[config.mk]
export PLATFORM = sky130hd
export DESIGN_NAME = clock_monitor
export DESIGN_NICKNAME = d
export VERILOG_FILES = /design/src/rtl/clock_monitor.sv
export SDC_FILE = /design/constraint.sdc
export NUM_CORES = 1
export LEC_CHECK = 0
export ABC_AREA = 0
export BUFFER_PORTS_ARGS = -buffer_cell sky130_fd_sc_hd__buf_2
export CORE_ASPECT_RATIO = 1.1
export CORE_MARGIN = 8
export CORE_UTILIZATION = 42
export CTS_BUF_LIST = sky130_fd_sc_hd__clkbuf_4
export DETAILED_ROUTE_END_ITERATION = 10
export GPL_TIMING_DRIVEN = 0
export MAX_ROUTING_LAYER = met4
export SLEW_MARGIN = 20
export SYNTH_ARGS = -nofsm -noshare
export SYNTH_HDL_FRONTEND = slang
export SYNTH_SLANG_ARGS = --single-unit
[constraint.sdc]
create_clock -name i_clk -period 4.9 [get_ports i_clk]
set_input_delay 0.245 -clock i_clk [delete_from_list [all_inputs] [get_ports i_clk]]
set_output_delay 0.245 -clock i_clk [all_outputs]
set_load 0.01 [all_outputs]
[src/rtl/clock_monitor.sv]
// Period / in-range / stall monitor for a slow clock sampled as async data on i_clk.
// Optional high-time measurement: define CLOCK_MONITOR_DUTY_EN.
module clock_monitor #(
  parameter int DEFAULT_CLK = 100000000,
  parameter int FREQ        = 1,
  parameter int TOL         = 0,
  parameter int CNT_W       = 32
) (
  input  logic             i_clk,
  input  logic             i_rst,
  input  logic             i_mon,
  output logic             o_tick,
  output logic [CNT_W-1:0] o_period,
  output logic [CNT_W-1:0] o_high,
  output logic             o_valid,
  output logic             o_in_range,
  output logic             o_timeout
);

  localparam logic [CNT_W:0] EXP  = (CNT_W+1)'(DEFAULT_CLK / FREQ);
  localparam logic [CNT_W:0] LIM  = EXP << 1;
  localparam logic [CNT_W:0] TOLW = (CNT_W+1)'(TOL);
  localparam logic [CNT_W:0] LO   = (EXP > TOLW) ? EXP - TOLW : '0;
  localparam logic [CNT_W:0] HI   = EXP + TOLW;

  typedef enum logic [1:0] {IDLE, MEASURE, TIMEOUT} state_t;

  state_t           state_q, state_d;
  logic             s1, s, s_d, rise;
  logic [CNT_W-1:0] cnt;
  logic [CNT_W:0]   cnt_inc;
  logic             hit_lim, latch, to_set, to_clr;

  always_ff @(posedge i_clk or negedge i_rst) begin
    if (!i_rst) begin
      s1  <= 1'b0;
      s   <= 1'b0;
      s_d <= 1'b0;
    end else begin
      s1  <= i_mon;
      s   <= s1;
      s_d <= s;
    end
  end

  assign rise    = s & ~s_d;
  assign cnt_inc = {1'b0, cnt} + (CNT_W+1)'(1);
  assign hit_lim = (cnt_inc == LIM);

  // saturates at 2*EXP so a stalled input never wraps back into range
  always_ff @(posedge i_clk or negedge i_rst) begin
    if (!i_rst)                cnt <= '0;
    else if (rise)             cnt <= '0;
    else if ({1'b0, cnt} != LIM) cnt <= cnt_inc[CNT_W-1:0];
  end

  always_ff @(posedge i_clk or negedge i_rst) begin
    if (!i_rst) state_q <= IDLE;
    else        state_q <= state_d;
  end

  always_comb begin
    state_d = state_q;
    latch   = 1'b0;
    to_set  = 1'b0;
    to_clr  = 1'b0;
    case (state_q)
      IDLE:    if (rise) state_d = MEASURE;
      MEASURE: begin
        if (rise) latch = 1'b1;
        else if (hit_lim) begin
          state_d = TIMEOUT;
          to_set  = 1'b1;
        end
      end
      TIMEOUT: if (rise) begin
        state_d = MEASURE;
        to_clr  = 1'b1;
      end
      default: state_d = IDLE;
    endcase
  end

  always_ff @(posedge i_clk or negedge i_rst) begin
    if (!i_rst) begin
      o_tick     <= 1'b0;
      o_valid    <= 1'b0;
      o_period   <= '0;
      o_in_range <= 1'b0;
      o_timeout  <= 1'b0;
    end else begin
      o_tick  <= rise;
      o_valid <= latch;
      if (latch) begin
        o_period   <= cnt_inc[CNT_W-1:0];
        o_in_range <= (cnt_inc >= LO) && (cnt_inc <= HI);
      end
      if (to_set) begin
        o_timeout  <= 1'b1;
        o_in_range <= 1'b0;
      end
      if (to_clr) o_timeout <= 1'b0;
    end
  end

`ifdef CLOCK_MONITOR_DUTY_EN
  logic [CNT_W-1:0] hcnt;
  logic [CNT_W:0]   hcnt_inc;

  assign hcnt_inc = {1'b0, hcnt} + (CNT_W+1)'(1);

  // counts only while s is high, so it stops by itself on the falling edge
  always_ff @(posedge i_clk or negedge i_rst) begin
    if (!i_rst)                          hcnt <= '0;
    else if (rise)                       hcnt <= '0;
    else if (s && ({1'b0, hcnt} != LIM)) hcnt <= hcnt_inc[CNT_W-1:0];
  end

  always_ff @(posedge i_clk or negedge i_rst) begin
    if (!i_rst)     o_high <= '0;
    else if (latch) o_high <= hcnt_inc[CNT_W-1:0];
  end
`else
  assign o_high = '0;
`endif

endmodule

* Yosys cells after proc, flatten, opt, wreduce, memory -nomap -nowiden
Cells that the tools add are included.
** Word-level totals
- Logic and storage cells :: 45
- Bits in latches :: 0
- Register bits :: 73
- Output and inout port bits :: 68
- Bits in read-only memories :: 0
- RAM bits :: 0
- Memories :: 0
** Cells by class
- Bitwise logic cells :: 2
- Equality and inequality tests :: 7
- Multiply operators :: 0
- Mux-type cells :: 16
- $lt $le $gt $ge :: 2
- Reduce and logical (&&, ||, !) cells :: 7
- Div/mod/pow operators :: 0
- Shifts and indexed selects :: 0
- Add/subtract/negate cells :: 1
** Operators with widths (count)
- 32-bit two-way mux :: 2
- 32-bit by 1-bit adder with 33-bit output, second input constant :: 1
- 33-bit by 28-bit == test with 1-bit output, second input constant :: 1
- 33-bit by 27-bit greater-or-equal comparator with 1-bit output, second input constant :: 1
- 33-bit by 27-bit less-or-equal comparator with 1-bit output, second input constant :: 1
- 32-bit by 28-bit != test with 1-bit output, second input constant :: 1
- 1-bit two-way mux :: 10
- 2-bit two-way mux :: 3
- 2-bit nonzero test :: 3
- 2-bit != test, second input constant :: 2
- 2-bit one-hot mux with 2 select lines :: 1
- 3-bit AND reduction :: 1
- 2-bit by 1-bit == test with 1-bit output, second input constant :: 1
- 2-bit == test, second input constant :: 1
- 2-bit zero test :: 1
- 2-bit by 1-bit != test with 1-bit output, second input constant :: 1
- 2-bit OR reduction :: 1
- 1-bit AND :: 1
- 1-bit logical AND :: 1
- 1-bit NOT :: 1

* Longest topological paths before layout
Gate-level depths: netlist of the first run.
- Depth in word-level cells :: 7
- Mapped depth :: 10

* Worst setup path before layout of the first run
Ideal clock, no wire load.
- Path kind :: reg-to-reg
- Start :: register cnt[0]
- End :: register o_in_range
- Required time :: 4.823 ns
- Buffers on the path :: 0
- Library setup time :: 0.077 ns
- Arrival time :: 2.728 ns
- Setup slack :: 2.095 ns
- Stages on the path, launching flop included :: 10
- Period minus slack after synthesis :: 2.805 ns
- Path through :: dfrtp_1 > ha_1 > nand4_4 > or4_4 > nor2_4 > nand3_1 > xor2_1 > or4b_1 > or3_1 > a21oi_1
** Between the ends
- Word-level cells in the longest chain between the ends :: 6
** RTL lines
- from (decl) :: RTL line 30 : logic [CNT_W-1:0] cnt;
- from (signal assigned) :: RTL line 54 : else if ({1'b0, cnt} != LIM) cnt <= cnt_inc[CNT_W-1:0];
- 32-bit by 1-bit adder with 33-bit output (*) :: RTL line 47 : assign cnt_inc = {1'b0, cnt} + (CNT_W+1)'(1);
- branches (longest 5 deep; another with 33-bit by 27-bit greater-or-equal comparator with 1-bit output)
- to (signal assigned) :: RTL line 96 : o_in_range <= (cnt_inc >= LO) && (cnt_inc <= HI);
- to (decl) :: RTL line 16 : output logic o_in_range,
Every way passes the cells marked *. The select of a mux whose other input is x is not followed.
A chain may end at the register's enable or synchronous reset.

* Worst setup path in the final report of the first run
Same ends and word-level chain as after synthesis.

==> results of run 1 <==
routing by layer:
| metal | vias to the layer above | GRT usage | share of wire | routed length (um) |
|---|---|---|---|---|
| met5 | - | - | 0 | 0 |
| met4 | 0 | 0.0715 | 0.025 | 206 |
| met3 | 17 | 0.0438 | 0.061 | 509 |
| met2 | 76 | 0.224 | 0.46 | 3860 |
| met1 | 1322 | 0.171 | 0.45 | 3730 |
| li1 | 1389 | - | - | - |
worst min path at each step:
stage                      from  endpoint  slack, ns  cells after the start
after global routing      i_rst    cnt[2]       0.32                      2
after CTS                 i_rst    cnt[2]       0.30                      2
after floorplan           i_rst    cnt[0]      -0.05                      0
final                     i_rst    cnt[2]       0.31                      2
after detailed placement  i_rst    cnt[2]       0.24                      1
after global placement       s1         s       0.34                      0
per-stage QoR:
step	utilization	hold WS (ns)	setup WS (ns)	power (uW)	instance area, um^2
final	0.503	0.307	1.62	1300	4210
after global routing	0.503	0.320	1.33	1380	4210
after CTS	0.503	0.303	1.63	1320	4210
after detailed placement	0.488	0.237	1.66	1010	4080
after global placement	0.485	0.341	1.70	997	4060
after floorplan	-	-0.0506	2.09	898	3730
worst max-delay path, cell delays in order (launching register included):
cell and delay, ns:
dfrtp_1 0.47, ha_1 0.35, nand4_4 0.18, nor4_2 0.49
nand4_1 0.23, or4_1 0.55, a22oi_1 0.21, nand4_1 0.19
or3_1 0.41, a21oi_1 0.14
flip-flops by register name (all words and copies together) (netlist names):
signal / cells
state_q: 2
o_valid: 1
o_period: 32
s: 1
o_tick: 1
cnt: 32
s1: 1
s_d: 1
o_in_range: 1
o_timeout: 1
final cells by class:
cell class	instances	share of cell area
Inverter	8	0.00714
Clock inverter	5	0.00535
Multi-Input combinational cell	278	0.374
Clock buffer	11	0.0196
Sequential cell	73	0.434
Tap cell	111	0.0330
Buffer	46	0.0711
Timing Repair Buffer	41	0.0553
logic make-up (layout without fill, tap and decap cells):
family                   Yosys count  in the layout
other                              1             32
adder cells (fa/ha/maj)            3              3
AND/OR/NAND/NOR                  161            161
buffers and inverters             54            111
flip-flops                        73             73
multiplexers                       2              2
AO/OA/AOI/OAI                     49             49
XOR/XNOR                          31             31
cells in the mapped netlist (2+ instances only):
cell and instances:
or4_1 2, buf_2 2, nand2b_1 2, or2_2 2
and4_1 2, nor4_2 2, a21oi_1 35, nor4_1 7
a22oi_1 2, a31oi_1 2, nand2_1 9, clkbuf_1 11
dfrtp_1 73, buf_4 33, xor2_1 15, o21ai_0 5
nand4b_1 2, nor4b_1 5, ha_1 3, nor3_1 5
xnor2_1 16, nor2_1 72, inv_1 8, nand3_1 19
nand4_1 11, or3_1 6, mux2_2 2, and3_1 3
power by group through the flow:
stage	Sequential, uW	Combinational [uW]	Clock (uW)
2_1_floorplan	748	151	0
3_3_place_gp	718	280	0
3_5_place_dp	722	285	0
4_1_cts	709	289	322
5_1_grt	717	318	342
6_report	708	285	308
==> flow_summary.json, run 1 <==
{
  "path_clk_slew_ns": 0.12,
  "finalSetupViolCount": 0,
  "die_w_um": 104,
  "final_common_cell": "dfrtp_1",
  "power_density_mw_per_mm2": 309,
  "irDropWorstVdd_v": 0.000206,
  "synthTopCellsByArea": "dfrtp_1 (51%), nor2_1 (7.5%), buf_4 (6.9%)",
  "crit_end": "o_in_range",
  "grt_max_degree": 39,
  "cts_tree": "done",
  "wire_per_inst_um": 14.5,
  "power_frac_clock": 0.237,
  "yosysSeqAreaShare": 0.505,
  "die_height_um": 113,
  "root_buffer": "clkbuf_4",
  "vias": 2804,
  "ff_latch_area_mm2": 0.00183,
  "synthFlopType": "dfrtp_1",
  "path_class": "register to register",
  "drt_iter0_markers": 97,
  "coreArea_mm2": 0.00836,
  "slew_headroom": 0.498,
  "synth_seq_cells": 73,
  "pwr-share-comb": 0.219,
  "dp_hpwl_mm": 6.31,
  "area_growth_syn_to_layout_pct": 16.4,
  "critical_path_required_ns": 5.24,
  "synthCells": 374,
  "p_leak_uw": 0.00197,
  "layoutNonFillerInstCount": 573,
  "hold_viol_final": 0,
  "rr_worst_depth": 9,
  "ios": 71,
  "final_cell_mix": "dfrtp_1 (73), nor2_1 (72), buf_2 (39)",
  "sw_frac_of_total": 0.309,
  "synth_top_family_by_area": "simple AND/OR/NAND/NOR gates",
  "numCtsBuffers": 9,
  "hold_class": "input port to asynchronous set/reset pin",
  "setup_tns_ns": 0,
  "grt_pass1_wl_mm": 13.5,
  "timing.fmax_mhz": 305,
  "routed_wirelength_mm": 8.30,
  "start_kind": "register",
  "reg2reg_from": "cnt[0]",
  "cts.repair_timing.setup_buffer_count": 0,
  "fin_crit_ns": 3.28,
  "yosys.area_share.simple": 0.237,
  "dieArea_mm2": 0.0118,
  "multi_input_area_mm2": 0.00158,
  "first_pass_iters": 4,
  "htree_levels": 3,
  "synthAdderAreaFrac": 0.0104,
  "vias_per_cell": 4.89,
  "maxSlewViolCount": 0,
  "critPathCaptureType": "register",
  "ys.warnings.count": 0,
  "syn_area_per_cell_um2": 9.67,
  "synth_cell_types": 46,
  "grt_pass1_vias": 2741,
  "power.switching_uw": 402,
  "postRouteAntennaNets": 0,
  "synth.area.mux_share": 0.00623,
  "syn_area_mm2": 0.00361,
  "rsz0062_at_grt": "no",
  "synth-xor-area-share": 0.0751,
  "arrival_ns": 3.62,
  "fin_crit_sh": 0.670,
  "synth-edff-count": 0,
  "rrSetupSlack_ns": 1.62,
  "seqPwrFrac": 0.544,
  "placed_cells": 555,
  "synth_top_cell_area_share": 0.505,
  "cts_buffer_depth": 2,
  "drive_gt1_frac": 0.216,
  "initial_utilization": 0.432,
  "worst_pin_slew_ns": 0.750,
  "hold_buffers": 2,
  "async_flop_share": 1.00,
  "grt.total_usage": 0.146,
  "insertedDiodeCount": 0,
  "skew_ns": 0.0149,
  "nNetsFinal": 463,
  "synth_compound_area_frac": 0.0737,
  "numPortBuffers": 38,
  "yosysTopAreaCell": "dfrtp_1",
  "critPathMaxFanout": 7,
  "fillers": 816,
  "critPathLaunch": "cnt[0]",
  "intPower_uw": 898,
  "drc": 0,
  "status": "finished, final reports clean",
  "grt_remaining_overflow": 0,
  "antenna_found_initial": 0,
  "clock_latency_ns": 0.41,
  "cts_sinks": 73,
  "cap_violations": 0,
  "gp_congestion": 0.922,
  "num_rows": 35,
  "r2r_end": "o_in_range",
  "cts_resized": 0
}
(Power assumes the default switching activity.)
==> run 2: changes to the inputs <==
- clock period: 4.9 -> 3.4 ns (I/O delays scaled with it)
==> run 2 against run 1 <==
Net effect:
- critical path depth unchanged
- power increased by 44%
- sequential cell count is the same
- die area is the same
- sequential power rose by 44%
- critical endpoint unchanged
- highest routed layer unchanged
==> flow_summary.json, run 2 (synthesized netlist as in run 1, its figures left out) <==
{
  "power_density_mw_per_mm2": 444,
  "sw_frac_of_total": 0.310,
  "root_buffer": "clkbuf_4",
  "ios": 71,
  "numPortBuffers": 38,
  "multi_input_area_mm2": 0.00160,
  "fin_crit_sh": 0.923,
  "p_leak_uw": 0.00199,
  "drt_iter0_markers": 95,
  "htree_levels": 3,
  "initial_utilization": 0.432,
  "pwr-share-comb": 0.220,
  "cts_buffer_depth": 2,
  "vias": 2823,
  "num_rows": 35,
  "critical_path_required_ns": 3.74,
  "cts_tree": "done",
  "wire_per_inst_um": 14.5,
  "seqPwrFrac": 0.544,
  "irDropWorstVdd_v": 0.000309,
  "largestRegisters": "cnt (32), o_period (32), state_q (2)",
  "rsz0062_at_grt": "no",
  "gp_congestion": 0.922,
  "grt_remaining_overflow": 0,
  "dp_hpwl_mm": 6.31,
  "drive_gt1_frac": 0.223,
  "power_frac_clock": 0.237,
  "final_common_cell": "dfrtp_1",
  "hold_viol_final": 0,
  "ff_latch_area_mm2": 0.00183,
  "insertedDiodeCount": 0,
  "coreArea_mm2": 0.00836,
  "fillers": 815,
  "worst_pin_slew_ns": 0.752,
  "maxSlewViolCount": 0,
  "pre_cts_ws_ns": 0.157,
  "fin_crit_ns": 3.14,
  "antenna_found_initial": 0,
  "vias_per_cell": 4.93,
  "cts_sinks": 73,
  "reg2reg_from": "cnt[0]",
  "arrival_ns": 3.48,
  "skew_ns": 0.0137,
  "die_w_um": 104,
  "grt_pass1_wl_mm": 13.5,
  "first_pass_iters": 5,
  "critPathCaptureType": "register",
  "clock_latency_ns": 0.42,
  "power.switching_uw": 582,
  "nNetsFinal": 463,
  "routed_wirelength_mm": 8.32,
  "setup_tns_ns": 0,
  "path_clk_slew_ns": 0.11,
  "critPathLaunch": "cnt[0]",
  "grt_max_degree": 39,
  "start_kind": "register",
  "grt_pass1_vias": 2741,
  "path_class": "register to register",
  "status": "finished, final reports clean",
  "timing.fmax_mhz": 319,
  "cts.repair_timing.setup_buffer_count": 0,
  "final_cell_mix": "dfrtp_1 (73), nor2_1 (72), buf_2 (39)",
  "postRouteAntennaNets": 0,
  "cap_violations": 0,
  "critPathMaxFanout": 7,
  "dieArea_mm2": 0.0118,
  "area_growth_syn_to_layout_pct": 17.1,
  "finalSetupViolCount": 0,
  "drc": 0,
  "grt.total_usage": 0.146,
  "intPower_uw": 1300,
  "fin_ws_ns": 0.263,
  "die_height_um": 113,
  "slew_headroom": 0.497,
  "hold_class": "input port to asynchronous set/reset pin",
  "numCtsBuffers": 9
}
==> run 2: changes by cell type in the layout (fill, tap and decap cells not counted) <==
cell | before | now
ha_2 | 0 | 1
ha_1 | 3 | 2
nor4_1 | 7 | 6
xor2_1 | 15 | 14
xor2_2 | 0 | 1
nor4_4 | 0 | 1
==> run 2: final cells by class <==
type                       instances  share of cell area
timing repair buffer              41              0.0550
clock buffer                      11              0.0195
clock inverter                     5             0.00532
inverter                           8             0.00709
buffer                            46              0.0706
tap                              111              0.0328
sequential                        73               0.432
multi-input combinational        278               0.378
==> run 2: critical path, cell delays in order, from the launching register on <==
cell,delay [ns]
dfrtp_1,0.47
ha_2,0.30
nand4_4,0.18
or4_4,0.62
nor4_2,0.41
o211ai_1,0.15
a22oi_1,0.19
nand4_1,0.19
or3_1,0.41
a21oi_1,0.14
==> run 2: worst paths after layout <==
kind | end | slack [ns] | cells past startpoint
worst max-delay path | o_in_range | 0.26 | 9
worst min-delay path | cnt[2] | 0.23 | 2
worst max register to register | o_in_range | 0.26 | 9
worst min register to register | s | 0.36 | 0
max in group asynchronous | cnt[18] | 2.60 | 3
min in group i_clk | s | 0.36 | 0
==> run 2: timing repair <==
item	4_1_cts	5_1_grt
hold buffers	2	0
hold endpoints to repair	36	0
setup endpoints to repair	0	3
gates resized for setup	0	4
==> run 2: through the flow <==
stage               instance area [um^2]  total power, uW  utilization  cells  hold slack (ns)
floorplan                           3730             1290            -    405           -0.126
global placement                    4060             1440        0.485    554            0.292
detailed placement                  4080             1450        0.488    555            0.162
CTS                                 4210             1900        0.503    573            0.228
global route                        4230             1990        0.506    573            0.245
finish                              4230             1880        0.506    573            0.228
==> run 2: power by group through the flow <==
stage / sequential [uW] / clock [uW] / combinational (uW)
final: 1020 / 445 / 412
after global routing: 1030 / 493 / 459
after detailed placement: 1040 / 0 / 411
after global placement: 1030 / 0 / 403
after floorplan: 1080 / 0 / 217
after CTS: 1020 / 464 / 416
==> run 2: per-layer routing <==
metal	track usage	up-vias	routed length, um
li1	-	1390	-
met1	0.171	1335	3720
met2	0.224	81	3870
met3	0.0438	17	505
met4	0.0715	0	222
met5	-	-	0
